$ cat config.mk
export PLATFORM = sky130hd
export DESIGN_NAME = ex01_vector_sequencer
export DESIGN_NICKNAME = d
export VERILOG_FILES = /design/src/rtl/ex01_vector_sequencer.sv
export SDC_FILE = /design/constraint.sdc
export NUM_CORES = 1
export LEC_CHECK = 0
export CORE_UTILIZATION = 45
export CTS_BUF_LIST = sky130_fd_sc_hd__clkbuf_16
export DETAILED_ROUTE_END_ITERATION = 12
export GPL_ROUTABILITY_DRIVEN = 0
export PLACE_DENSITY = 0.68
export SLEW_MARGIN = 20
export SYNTH_ARGS = -nofsm -noshare
export SYNTH_HDL_FRONTEND = slang
export SYNTH_SLANG_ARGS = --single-unit
export TNS_END_PERCENT = 30
$ cat constraint.sdc
create_clock -name clk -period 2.75 [get_ports clk]
set_input_delay 0.4125 -clock clk [delete_from_list [all_inputs] [get_ports clk]]
set_output_delay 0.4125 -clock clk [all_outputs]
set_load 0.005 [all_outputs]
$ cat src/rtl/ex01_vector_sequencer.sv
// Clocked stimulus sequencer: sweeps {a,b,c} through all 8 vectors and records P/Q truth tables.
// Optional macro GRAY_ORDER_EN selects Gray-code sweep order (one input toggles per step).
module ex01_vector_sequencer #(
    parameter int HOLD_CYCLES = 20,
    parameter int CNT_W       = 8
) (
    input  logic       clk,
    input  logic       rst_n,
    input  logic       start,
    input  logic       pause,
    output logic       a,
    output logic       b,
    output logic       c,
    input  logic       p_in,
    input  logic       q_in,
    output logic [2:0] vec_idx,
    output logic       busy,
    output logic       done,
    output logic [7:0] table_p,
    output logic [7:0] table_q
);

    typedef enum logic [1:0] {
        S_IDLE,
        S_DRIVE,
        S_DONE
    } state_t;

    localparam logic [CNT_W-1:0] CNT_LAST = CNT_W'(HOLD_CYCLES - 1);

    state_t           r_state;
    logic [2:0]       r_step;
    logic [CNT_W-1:0] r_cnt;
    logic [2:0]       r_vec;
    logic             r_busy;
    logic             r_done;
    logic [7:0]       r_tp;
    logic [7:0]       r_tq;

    // Step number to driven vector; tables are always indexed by the vector value itself.
    function automatic logic [2:0] step_to_vec(input logic [2:0] s);
`ifdef GRAY_ORDER_EN
        return s ^ (s >> 1);
`else
        return s;
`endif
    endfunction

    always_ff @(posedge clk or negedge rst_n) begin
        if (!rst_n) begin
            r_state <= S_IDLE;
            r_step  <= 3'd0;
            r_cnt   <= '0;
            r_vec   <= 3'd0;
            r_busy  <= 1'b0;
            r_done  <= 1'b0;
            r_tp    <= 8'd0;
            r_tq    <= 8'd0;
        end else begin
            case (r_state)
                S_IDLE: begin
                    r_done <= 1'b0;
                    r_vec  <= 3'd0;
                    if (start) begin
                        r_state <= S_DRIVE;
                        r_step  <= 3'd0;
                        r_cnt   <= '0;
                        r_tp    <= 8'd0;
                        r_tq    <= 8'd0;
                        r_busy  <= 1'b1;
                        r_vec   <= step_to_vec(3'd0);
                    end
                end
                S_DRIVE: begin
                    // Pause freezes everything, including a sample that would land on this edge.
                    if (!pause) begin
                        if (r_cnt == CNT_LAST) begin
                            r_tp[r_vec] <= p_in;
                            r_tq[r_vec] <= q_in;
                            r_cnt       <= '0;
                            if (r_step != 3'd7) begin
                                r_step <= r_step + 3'd1;
                                r_vec  <= step_to_vec(r_step + 3'd1);
                            end else begin
                                r_state <= S_DONE;
                                r_vec   <= 3'd0;
                                r_busy  <= 1'b0;
                                r_done  <= 1'b1;
                            end
                        end else begin
                            r_cnt <= r_cnt + CNT_W'(1);
                        end
                    end
                end
                S_DONE: begin
                    r_done  <= 1'b0;
                    r_state <= S_IDLE;
                end
                default: r_state <= S_IDLE;
            endcase
        end
    end

    assign a       = r_vec[2];
    assign b       = r_vec[1];
    assign c       = r_vec[0];
    assign vec_idx = r_vec;
    assign busy    = r_busy;
    assign done    = r_done;
    assign table_p = r_tp;
    assign table_q = r_tq;

endmodule

==> results of run 1 <==
-- cells in the mapped netlist, drive strengths merged --
cell type   n  area [sq um]
nor2       10          40.0
xnor2       5          43.8
a32o        4          40.0
o2bb2ai    17           149
a22o        1          8.76
nor2b       2          12.5
buf         6          43.8
o41ai       1          8.76
a21oi       6          41.3
dfrtp      34           851
inv         4          15.0
a2111oi     1          15.0
nand3      13          77.6
or3         2          12.5
and3        2          12.5
nand3b      3          22.5
nand4b      2          17.5
ha          3          37.5
a311oi      1          8.76
nor3        2          21.3
clkbuf      3          11.3
a21o        3          22.5
o21ai       3          18.8
nand2b      3          18.8
or3b        4          35.0
and2        1          6.26
or4b        1          13.8
a211oi      2          15.0
nand2      13          48.8
and4b       1          10.0
-- critical path, stage by stage, from the launching register on --
cell     delay, ns
dfrtp_1       0.39
ha_1          0.20
or3b_2        0.52
o21ai_2       0.46
and2_1        0.36
a22o_1        0.16
-- power by group through the flow --
stage	clock network, mW	registers [mW]	logic (mW)
after CTS	0.514	0.710	0.381
after global placement	0	0.716	0.370
final	0.502	0.712	0.379
after detailed placement	0	0.717	0.382
after global routing	0.539	0.730	0.411
after floorplan	0	0.690	0.249
-- flip-flops by register name, summed over array words and instances, names as in the netlist --
register,count
r_cnt,8
r_step,3
vec_idx,3
done,1
table_p,8
table_q,8
busy,1
r_state,2
-- through the flow --
step / util / power [mW] / cells / hold slack (ns)
floorplan: - / 0.939 / 153 / 0.117
global placement: 0.577 / 1.09 / 221 / 0.465
detailed placement: 0.577 / 1.10 / 221 / 0.473
CTS: 0.615 / 1.60 / 227 / 0.488
global route: 0.615 / 1.68 / 227 / 0.504
finish: 0.615 / 1.59 / 227 / 0.482
-- worst min path at each step --
stage / to / slack, ns / cells past startpoint
2_1_floorplan: busy$_DFFE_PN0P_ / 0.12 / 0
3_3_place_gp: r_step[2]$_DFFE_PN0P_ / 0.46 / 1
3_5_place_dp: table_q[2]$_DFFE_PN0P_ / 0.47 / 1
4_1_cts: table_p[7]$_DFFE_PN0P_ / 0.49 / 1
5_1_grt: table_p[7]$_DFFE_PN0P_ / 0.50 / 1
6_report: table_p[7]$_DFFE_PN0P_ / 0.48 / 1
-- cell type report --
| type | instances | area share |
|---|---|---|
| Clock buffer | 5 | 0.0591 |
| Clock inverter | 1 | 0.00177 |
| Inverter | 4 | 0.00710 |
| Multi-Input combinational cell | 106 | 0.358 |
| Sequential cell | 34 | 0.402 |
| Tap cell | 46 | 0.0272 |
| Timing Repair Buffer | 31 | 0.144 |
-- kinds of logic after synthesis --
| logic type | synth area share |
|---|---|
| and+or+nand+nor | 0.208 |
| AOI/OAI and AO/OA | 0.195 |
| DFF | 0.507 |
| buffers and inverters | 0.0417 |
| xor gates and xnor gates | 0.0261 |
| adders and majority gates | 0.0224 |
-- per-layer routing --
metal / global-route usage / vias to the layer above / wire, microns
li1: - / 621 / -
met5: 0 / - / 0
met3: 0.0507 / 8 / 127
met1: 0.267 / 635 / 1700
met4: 0.0814 / 0 / 67
met2: 0.302 / 25 / 1640
==> results.md, run 1 <==
* Sequential area share after synthesis at 0.507
* Most common library cell in the layout ignoring fill and taps: dfrtp_1
* Startpoint Class: flip-flop
* Reg power frac at 0.447
* CP Launch Point: r_cnt[0]$_DFFE_PN0P_
* Distinct cell type count after synthesis at 38
* Most frequent cells in the layout: dfrtp_1 (34), clkdlybuf4s50_1 (29), o2bb2ai_1 (17)
* Hold buffer count at cts at 0
* Min-delay src: table_p[7]$_DFFE_PN0P_
* Number of routed nets with antenna violations at 0
* DR vias/cell at ~5.7
* Drt first pass iters at 4
* FF+latch count, synth at 34
* Pre-CTS setup slack at 0.600 ns
* Number of global-route vias before repair at ~1200
* Total negative slack at 0 ns
* Worst setup path class: flip-flop to flip-flop
* CTS Root Cell: clkbuf_16
* Initial antenna violation count at 0
* Max_cap viols at 0
* Residual DRC count at 0
* Unrepaired setup endpoints after global routing: no
* Nets at 191
* Crit end category: flip-flop
* Clock Sinks at 34
* Postcts setup bufs at 0
* Post_cts resized at 0
* Core area at ~3400 sq um
* Switching portion of total power at 0.286
* Worst-path fanout max at 12
* # diodes at 0
* Hold WC Path Type: flip-flop to flip-flop
* Relative slew slack at 0.643
* Total track usage at 0.198
* Clock latency on the worst-skew pair at 0.27 ns
* Number of fill cells at 285
* Die height at 63.1 microns
* WL/cell at 15.6 microns
* Leak at 0.912 nW
* Largest net degree at the start of global routing at 35
* Initial DRC Count at between 100 and 150
* Number of port buffers at 29
* Cell count after synthesis at 153
* First-pass GRT wire length at 6.02 mm
* Final setup violation count at 0
* Max VDD drop at 470 uV
* P_sw at 0.455 mW
* Final hold viol count at 0
* # rows at 21
* FF/Latch Area at approximately 850 sq um
* Worst reg2reg path depth at 5
* Period utilization at 0.786
* CP Data Arrival Time at 2.37 ns
* Area of the multi-input gates at around 760 sq um
* Status: finished, final reports clean
* Syn Area/Cell at roughly 11 sq um
* Die Width at 63.1 microns
* Share of layout cells above drive strength 1 at 0.0994
* P&R area growth vs syn at 26.0%
* Syn nets at 162
* Total CTS buffers at 5
* Clock skew at 0.00420 ns
* Cell Int Power at 1.14 mW
* Fin crit period at 2.16 ns
* Fmax at approximately 0.46 GHz
* FF-to-FF End: r_step[0]$_DFFE_PN0P_
* Critical Path RT at 2.96 ns
* Total gr overflow at 0
* Detailed-route via count at between 1000 and 1500
* DP Wirelength at approximately 2.6 mm
* Ports at 30
* Worst-Margin Slew at about 0.54 ns
* P per Cell Area at 753 nW/um^2
* Initial Util at 0.488
* Final WS setup at 0.590 ns
* H-tree depth at 2
* Slew Viols, Final at 0
* R2R setup slack at slightly below 0.6 ns
* Crit path capture: r_step[0]$_DFFE_PN0P_
* Largest buffer count on any clock path at 2
* Mapped cell area at 1680 sq um
* Die area at 3980 sq um
* Clk pwr share at 0.315
* YS warnings at 0
* CTS tree: yes
* Post-route cell area at around 2100 sq um
* Post-DP Area at approximately 2000 sq um
* Combinational power share at 0.238
* Reg2reg start: r_cnt[0]$_DFFE_PN0P_
* Routed WL at 3.54 mm
* Reg clk slew, reported paths at about 0.05 ns
(Power assumes the default switching activity.)
==> inputs of run 2 (changes only) <==
Settings changed: PLACE_DENSITY 0.68 to 0.71.
Clock period 2.75 ns to 1.87 ns, I/O delays scaled along.
==> run 2 against run 1 <==
Sequential power is 46% higher. Non-clock buffer count rose by 10. Clock-buffer cell count did not move. Largest power group unchanged. Critical path type unchanged. Clock skew barely moved. Global-route usage up 2.7 points. Combinational power is 67% higher. Cell area rose by 4.6%. Cell count increased by 5.3%.
==> results.md, run 2 (synthesis gave the netlist of run 1 again) <==
* First-pass GRT wire length at 6.76 mm (was 6.02 mm)
* Post-route cell area at 2210 sq um (was 2120 sq um)
* Post-DP Area at 2060 sq um (was 1990 sq um)
* Worst-Margin Slew at 0.543 ns (was 0.536 ns)
* DR vias/cell at 5.48 (was 5.68)
* Initial DRC Count at 40 (was 103)
* Postcts setup bufs at 0 (unchanged)
* Final hold viol count at 0 (unchanged)
* CTS Root Cell: clkbuf_16 (unchanged)
* Hold WC Path Type: input pin to async pin (was flip-flop to flip-flop)
* # rows at 21 (unchanged)
* Residual DRC count at 0 (unchanged)
* Number of routed nets with antenna violations at 0 (unchanged)
* Clock latency on the worst-skew pair at 0.28 ns (was 0.27 ns)
* CP max stage cell: or4b_4 (was or3b_2)
* Startpoint Class: flip-flop (unchanged)
* Most common library cell in the layout ignoring fill and taps: dfrtp_1 (unchanged)
* Max VDD drop at 465 uV (was 470 uV)
* Worst setup path class: flip-flop to flip-flop (unchanged)
* Fin crit period at 1.78 ns (was 2.16 ns)
* DP Wirelength at 2.77 mm (was 2.58 mm)
* Reg2reg start: r_cnt[6]$_DFFE_PN0P_ (was r_cnt[0]$_DFFE_PN0P_)
* Crit end category: flip-flop (unchanged)
* Status: finished, final reports clean (unchanged)
* Most frequent cells in the layout: dfrtp_1 (34), clkdlybuf4s50_1 (29), o2bb2ai_1 (17) (unchanged)
* Worst hold slack at 0.415 ns (was 0.482 ns)
* Power, Total at 2.46 mW (was 1.59 mW)
* CP Data Arrival Time at 1.95 ns (was 2.37 ns)
* Clock Sinks at 34 (unchanged)
* Worst-path fanout max at 5 (was 12)
* Final setup violation count at 0 (unchanged)
* Die height at 63.1 microns (unchanged)
* R2R setup slack at 0.09 ns (was 0.59 ns)
* Crit-path max cell delay at 0.59 ns (was 0.52 ns)
* Number of global-route vias before repair at 1434 (was 1237)
* Worst reg2reg path depth at 5 (unchanged)
* Total track usage at 0.225 (was 0.198)
* Relative slew slack at 0.637 (was 0.643)
* Hold buffer count at cts at 0 (unchanged)
* Die Width at 63.1 microns (unchanged)
* Slew Viols, Final at 0 (unchanged)
* Unrepaired setup endpoints after global routing: no (unchanged)
* Critical Path RT at 2.04 ns (was 2.96 ns)
* Ports at 30 (unchanged)
* Post_cts resized at 0 (unchanged)
* Nets at 201 (was 191)
* # diodes at 0 (unchanged)
* Leak at 0.970 nW (was 0.912 nW)
* CTS tree: yes (unchanged)
* Number of port buffers at 29 (unchanged)
* WL/cell at 15.8 microns (was 15.6 microns)
* Max_cap viols at 0 (unchanged)
* Critical-path cell list: or4b_4, o21ai_2, buf_4, nand3_4, a22o_1 (was ha_1, or3b_2, o21ai_2, and2_1, a22o_1)
* Total negative slack at 0 ns (unchanged)
* Drt first pass iters at 4 (unchanged)
* P per Cell Area at 1110 nW/um^2 (was 753 nW/um^2)
* FF-to-FF End: r_step[0]$_DFFE_PN0P_ (unchanged)
* Initial antenna violation count at 0 (unchanged)
* Largest buffer count on any clock path at 2 (unchanged)
* Detailed-route via count at 1309 (was 1289)
* Share of layout cells above drive strength 1 at 0.161 (was 0.0994)
* Initial Util at 0.488 (unchanged)
* P&R area growth vs syn at 31.8% (was 26.0%)
* Die area at 3980 sq um (unchanged)
* Largest net degree at the start of global routing at 35 (unchanged)
* H-tree depth at 2 (unchanged)
* Total gr overflow at 0 (unchanged)
* Routed WL at 3.79 mm (was 3.54 mm)
* Finished Core Util at 0.643 (was 0.615)
* CP Launch Point: r_cnt[6]$_DFFE_PN0P_ (was r_cnt[0]$_DFFE_PN0P_)
* Reg clk slew, reported paths at 0.06 ns (was 0.05 ns)
* Fmax at 0.561 GHz (was 0.463 GHz)
* Total CTS buffers at 5 (unchanged)
* Core area at 3440 sq um (unchanged)
* Period utilization at 0.954 (was 0.786)
* Clock skew at 0.00386 ns (was 0.00420 ns)
==> run 2: cell type report <==
class	count	area (sq um)
Inverter	4	15.0
Multi-Input combinational cell	106	768
Timing Repair Buffer	41	380
Sequential cell	34	851
Clock inverter	3	16.3
Fill cell	275	1230
Clock buffer	5	125
Tap cell	46	57.6
==> run 2: layer usage <==
| layer | share of wire | track usage |
|---|---|---|
| met4 | 0.017 | 0.0930 |
| met5 | 0 | 0 |
| met1 | 0.44 | 0.285 |
| met2 | 0.51 | 0.363 |
| met3 | 0.034 | 0.0580 |
==> run 2: metrics by stage <==
stage / setup WS (ns) / cells
floorplan: 0.0927 / 153
global placement: 0.0686 / 231
detailed placement: 0.00496 / 231
CTS: 0.00115 / 239
global route: 0.0241 / 239
finish: 0.0863 / 239
==> run 2: worst max path at each step <==
stage,slack [ns],to,depth (start not counted)
2_1_floorplan,0.09,r_step[0]$_DFFE_PN0P_,6
3_3_place_gp,0.07,r_step[0]$_DFFE_PN0P_,4
3_5_place_dp,0.005,r_step[0]$_DFFE_PN0P_,6
4_1_cts,0.001,r_step[0]$_DFFE_PN0P_,6
5_1_grt,0.02,r_step[0]$_DFFE_PN0P_,5
6_report,0.09,r_step[0]$_DFFE_PN0P_,5
==> run 2: power by group <==
group / leakage, nW / internal [mW] / switching [mW]
sequential: 0.451 / 0.878 / 0.159
clock: 0.0672 / 0.485 / 0.306
combinational: 0.451 / 0.363 / 0.269
==> run 2: worst max-delay path, delay by kind of cell (launching register included) <==
| family | cells | cell delay [ns] |
|---|---|---|
| flip-flops | 1 | 0.41 |
| AND/OR/NAND/NOR | 2 | 0.67 |
| buffers and inverters | 1 | 0.17 |
| AO/OA/AOI/OAI | 2 | 0.44 |
==> inputs of run 3 (changes only) <==
Settings changed: CORE_ASPECT_RATIO set to 0.7.
==> run 3 against run 2 <==
First-iteration DRC count grew 110%. Sequential share of layout area shrank 1.2 points. Critical path type unchanged. Core utilization grew 0.27 points. Fmax shrank 0.80%.
==> results.md, run 3 (synthesis gave the netlist of run 1 again) <==
* Final hold viol count at 0 (unchanged)
* Post-route cell area at 2280 sq um (was 2210 sq um)
* Total CTS buffers at 5 (unchanged)
* Number of port buffers at 29 (unchanged)
* Worst setup path class: flip-flop to flip-flop (unchanged)
* Worst hold slack at 0.417 ns (was 0.415 ns)
* Post-DP Area at 2090 sq um (was 2060 sq um)
* H-tree depth at 2 (unchanged)
* CP max stage cell: or4b_4 (unchanged)
* Max VDD drop at 641 uV (was 465 uV)
* Fin crit period at 1.80 ns (was 1.78 ns)
* DR vias/cell at 5.62 (was 5.48)
* Switching portion of total power at 0.277 (was 0.298)
* Die height at 53.1 microns (was 63.1 microns)
* Period utilization at 0.962 (was 0.954)
* Initial DRC Count at 84 (was 40)
* FF-to-FF End: table_q[4]$_DFFE_PN0P_ (was r_step[0]$_DFFE_PN0P_)
* Cell Int Power at 1.88 mW (was 1.73 mW)
* Clock Sinks at 34 (unchanged)
* CTS tree: yes (unchanged)
* Number of routed nets with antenna violations at 0 (unchanged)
* Initial antenna violation count at 0 (unchanged)
* Worst-path fanout max at 5 (unchanged)
* Clock skew at 0.00834 ns (was 0.00386 ns)
* CTS Root Cell: clkbuf_16 (unchanged)
* Reg clk slew, reported paths at 0.06 ns (about the same)
* Number of global-route vias before repair at 1318 (was 1434)
* Routed WL at 3.88 mm (was 3.79 mm)
* Leak at 0.998 nW (was 0.970 nW)
* Worst-Margin Slew at 0.571 ns (was 0.543 ns)
* Postcts setup bufs at 0 (unchanged)
* # diodes at 0 (unchanged)
* R2R setup slack at 0.07 ns (was 0.09 ns)
* Critical-path cell list: or4b_4, o21ai_4, buf_4, nand3_1, o2bb2ai_1 (was or4b_4, o21ai_2, buf_4, nand3_4, a22o_1)
* Drt first pass iters at 4 (unchanged)
* Critical Path RT at 2.02 ns (was 2.04 ns)
* Share of layout cells above drive strength 1 at 0.186 (was 0.161)
* Total negative slack at 0 ns (unchanged)
* # rows at 18 (was 21)
* Final WS setup at 0.0719 ns (was 0.0863 ns)
* Ports at 30 (unchanged)
* Nets at 202 (was 201)
* Most frequent cells in the layout: dfrtp_1 (34), clkdlybuf4s50_1 (29), o2bb2ai_1 (17) (unchanged)
* Status: finished, final reports clean (unchanged)
* Combinational power share at 0.253 (was 0.257)
* Power, Total at 2.61 mW (was 2.46 mW)
* Clock latency on the worst-skew pair at 0.28 ns (about the same)
* Startpoint Class: flip-flop (unchanged)
* Fmax at 0.556 GHz (was 0.561 GHz)
* Largest buffer count on any clock path at 2 (unchanged)
* Crit end category: flip-flop (unchanged)
* Crit-path max cell delay at 0.59 ns (about the same)
* Total track usage at 0.222 (was 0.225)
* Unrepaired setup endpoints after global routing: no (unchanged)
* Largest net degree at the start of global routing at 35 (unchanged)
* Total gr overflow at 0 (unchanged)
* Hold WC Path Type: input pin to async pin (unchanged)
* Clk pwr share at 0.353 (was 0.322)
* Reg power frac at 0.394 (was 0.422)
* Relative slew slack at 0.617 (was 0.637)
* Pre-CTS setup slack at -0.0592 ns (was 0.00496 ns)
* Die area at 3980 sq um (about the same)
* Reg2reg start: r_cnt[6]$_DFFE_PN0P_ (unchanged)
* P_sw at 0.722 mW (was 0.733 mW)
* WL/cell at 15.9 microns (was 15.8 microns)
* Final setup violation count at 0 (unchanged)
* Most common library cell in the layout ignoring fill and taps: dfrtp_1 (unchanged)
* Die Width at 75.0 microns (was 63.1 microns)
* CP Data Arrival Time at 1.95 ns (about the same)
* Initial Util at 0.475 (was 0.488)
* Core area at 3540 sq um (was 3440 sq um)
* Detailed-route via count at 1372 (was 1309)
* Slew Viols, Final at 0 (unchanged)
* P per Cell Area at 1140 nW/um^2 (was 1110 nW/um^2)
* Worst reg2reg path depth at 5 (unchanged)
* P&R area growth vs syn at 36.0% (was 31.8%)
* Max_cap viols at 0 (unchanged)
* First-pass GRT wire length at 6.25 mm (was 6.76 mm)
* DP Wirelength at 2.71 mm (was 2.77 mm)
* Residual DRC count at 0 (unchanged)
* Number of fill cells at 281 (was 275)
* Hold buffer count at cts at 0 (unchanged)
## run 3: worst max path at each step
| stage | start | end | slack [ns] | depth (start not counted) |
|---|---|---|---|---|
| after global routing | r_cnt[6]$_DFFE_PN0P_ | table_p[2]$_DFFE_PN0P_ | 0.0004 | 5 |
| final | r_cnt[6]$_DFFE_PN0P_ | table_q[4]$_DFFE_PN0P_ | 0.07 | 5 |
| after detailed placement | r_cnt[0]$_DFFE_PN0P_ | table_p[7]$_DFFE_PN0P_ | -0.06 | 5 |
| after global placement | r_cnt[0]$_DFFE_PN0P_ | table_q[4]$_DFFE_PN0P_ | 0.06 | 5 |
| after floorplan | r_cnt[0]$_DFFE_PN0P_ | r_step[0]$_DFFE_PN0P_ | 0.09 | 6 |
| after CTS | r_cnt[0]$_DFFE_PN0P_ | table_q[4]$_DFFE_PN0P_ | -0.01 | 6 |
## run 3: what timing repair did
action                                  4_1_cts  5_1_grt
gates resized for setup                       2        5
endpoints found under the setup margin       11       29
pin swaps                                     0        0
## run 3: worst max-delay path: cells and delay by family, from the launching register on
kind | cells | cell delay, ns
buffers and inverters | 1 | 0.18
AND/OR/NAND/NOR | 2 | 0.70
AO/OA/AOI/OAI | 2 | 0.38
flip-flops | 1 | 0.41
## run 3: metrics by stage
| step | std cells | util |
|---|---|---|
| 2_1_floorplan | 153 | - |
| 5_1_grt | 244 | 0.646 |
| 6_report | 244 | 0.646 |
| 3_3_place_gp | 236 | 0.590 |
| 4_1_cts | 244 | 0.640 |
| 3_5_place_dp | 236 | 0.590 |
## run 3: power by group through the flow
stage / registers (mW) / logic, mW / clock network, mW
floorplan: 1.01 / 0.367 / 0
global placement: 1.03 / 0.630 / 0
detailed placement: 1.03 / 0.646 / 0
CTS: 1.02 / 0.650 / 0.929
global route: 1.05 / 0.736 / 0.956
finish: 1.03 / 0.660 / 0.919
## run 3: final cells by class
type                    instances  area [sq um]  share of cell area
flip-flops and latches         34           851               0.373
multi-input cells             106           790               0.346
repair buffers                 42           400               0.175
clock buffers                   5           125              0.0548
well taps                      50          62.6              0.0274
clock inverters                 3          40.0              0.0175
inverters                       4          15.0             0.00658
## run 3: per-layer routing
metal / vias up / part of all wire / global-route usage
li1: 649 / - / -
met1: 662 / 0.46 / 0.303
met2: 55 / 0.45 / 0.317
met5: - / 0 / 0
met4: 0 / 0.014 / 0.104
met3: 6 / 0.070 / 0.0705
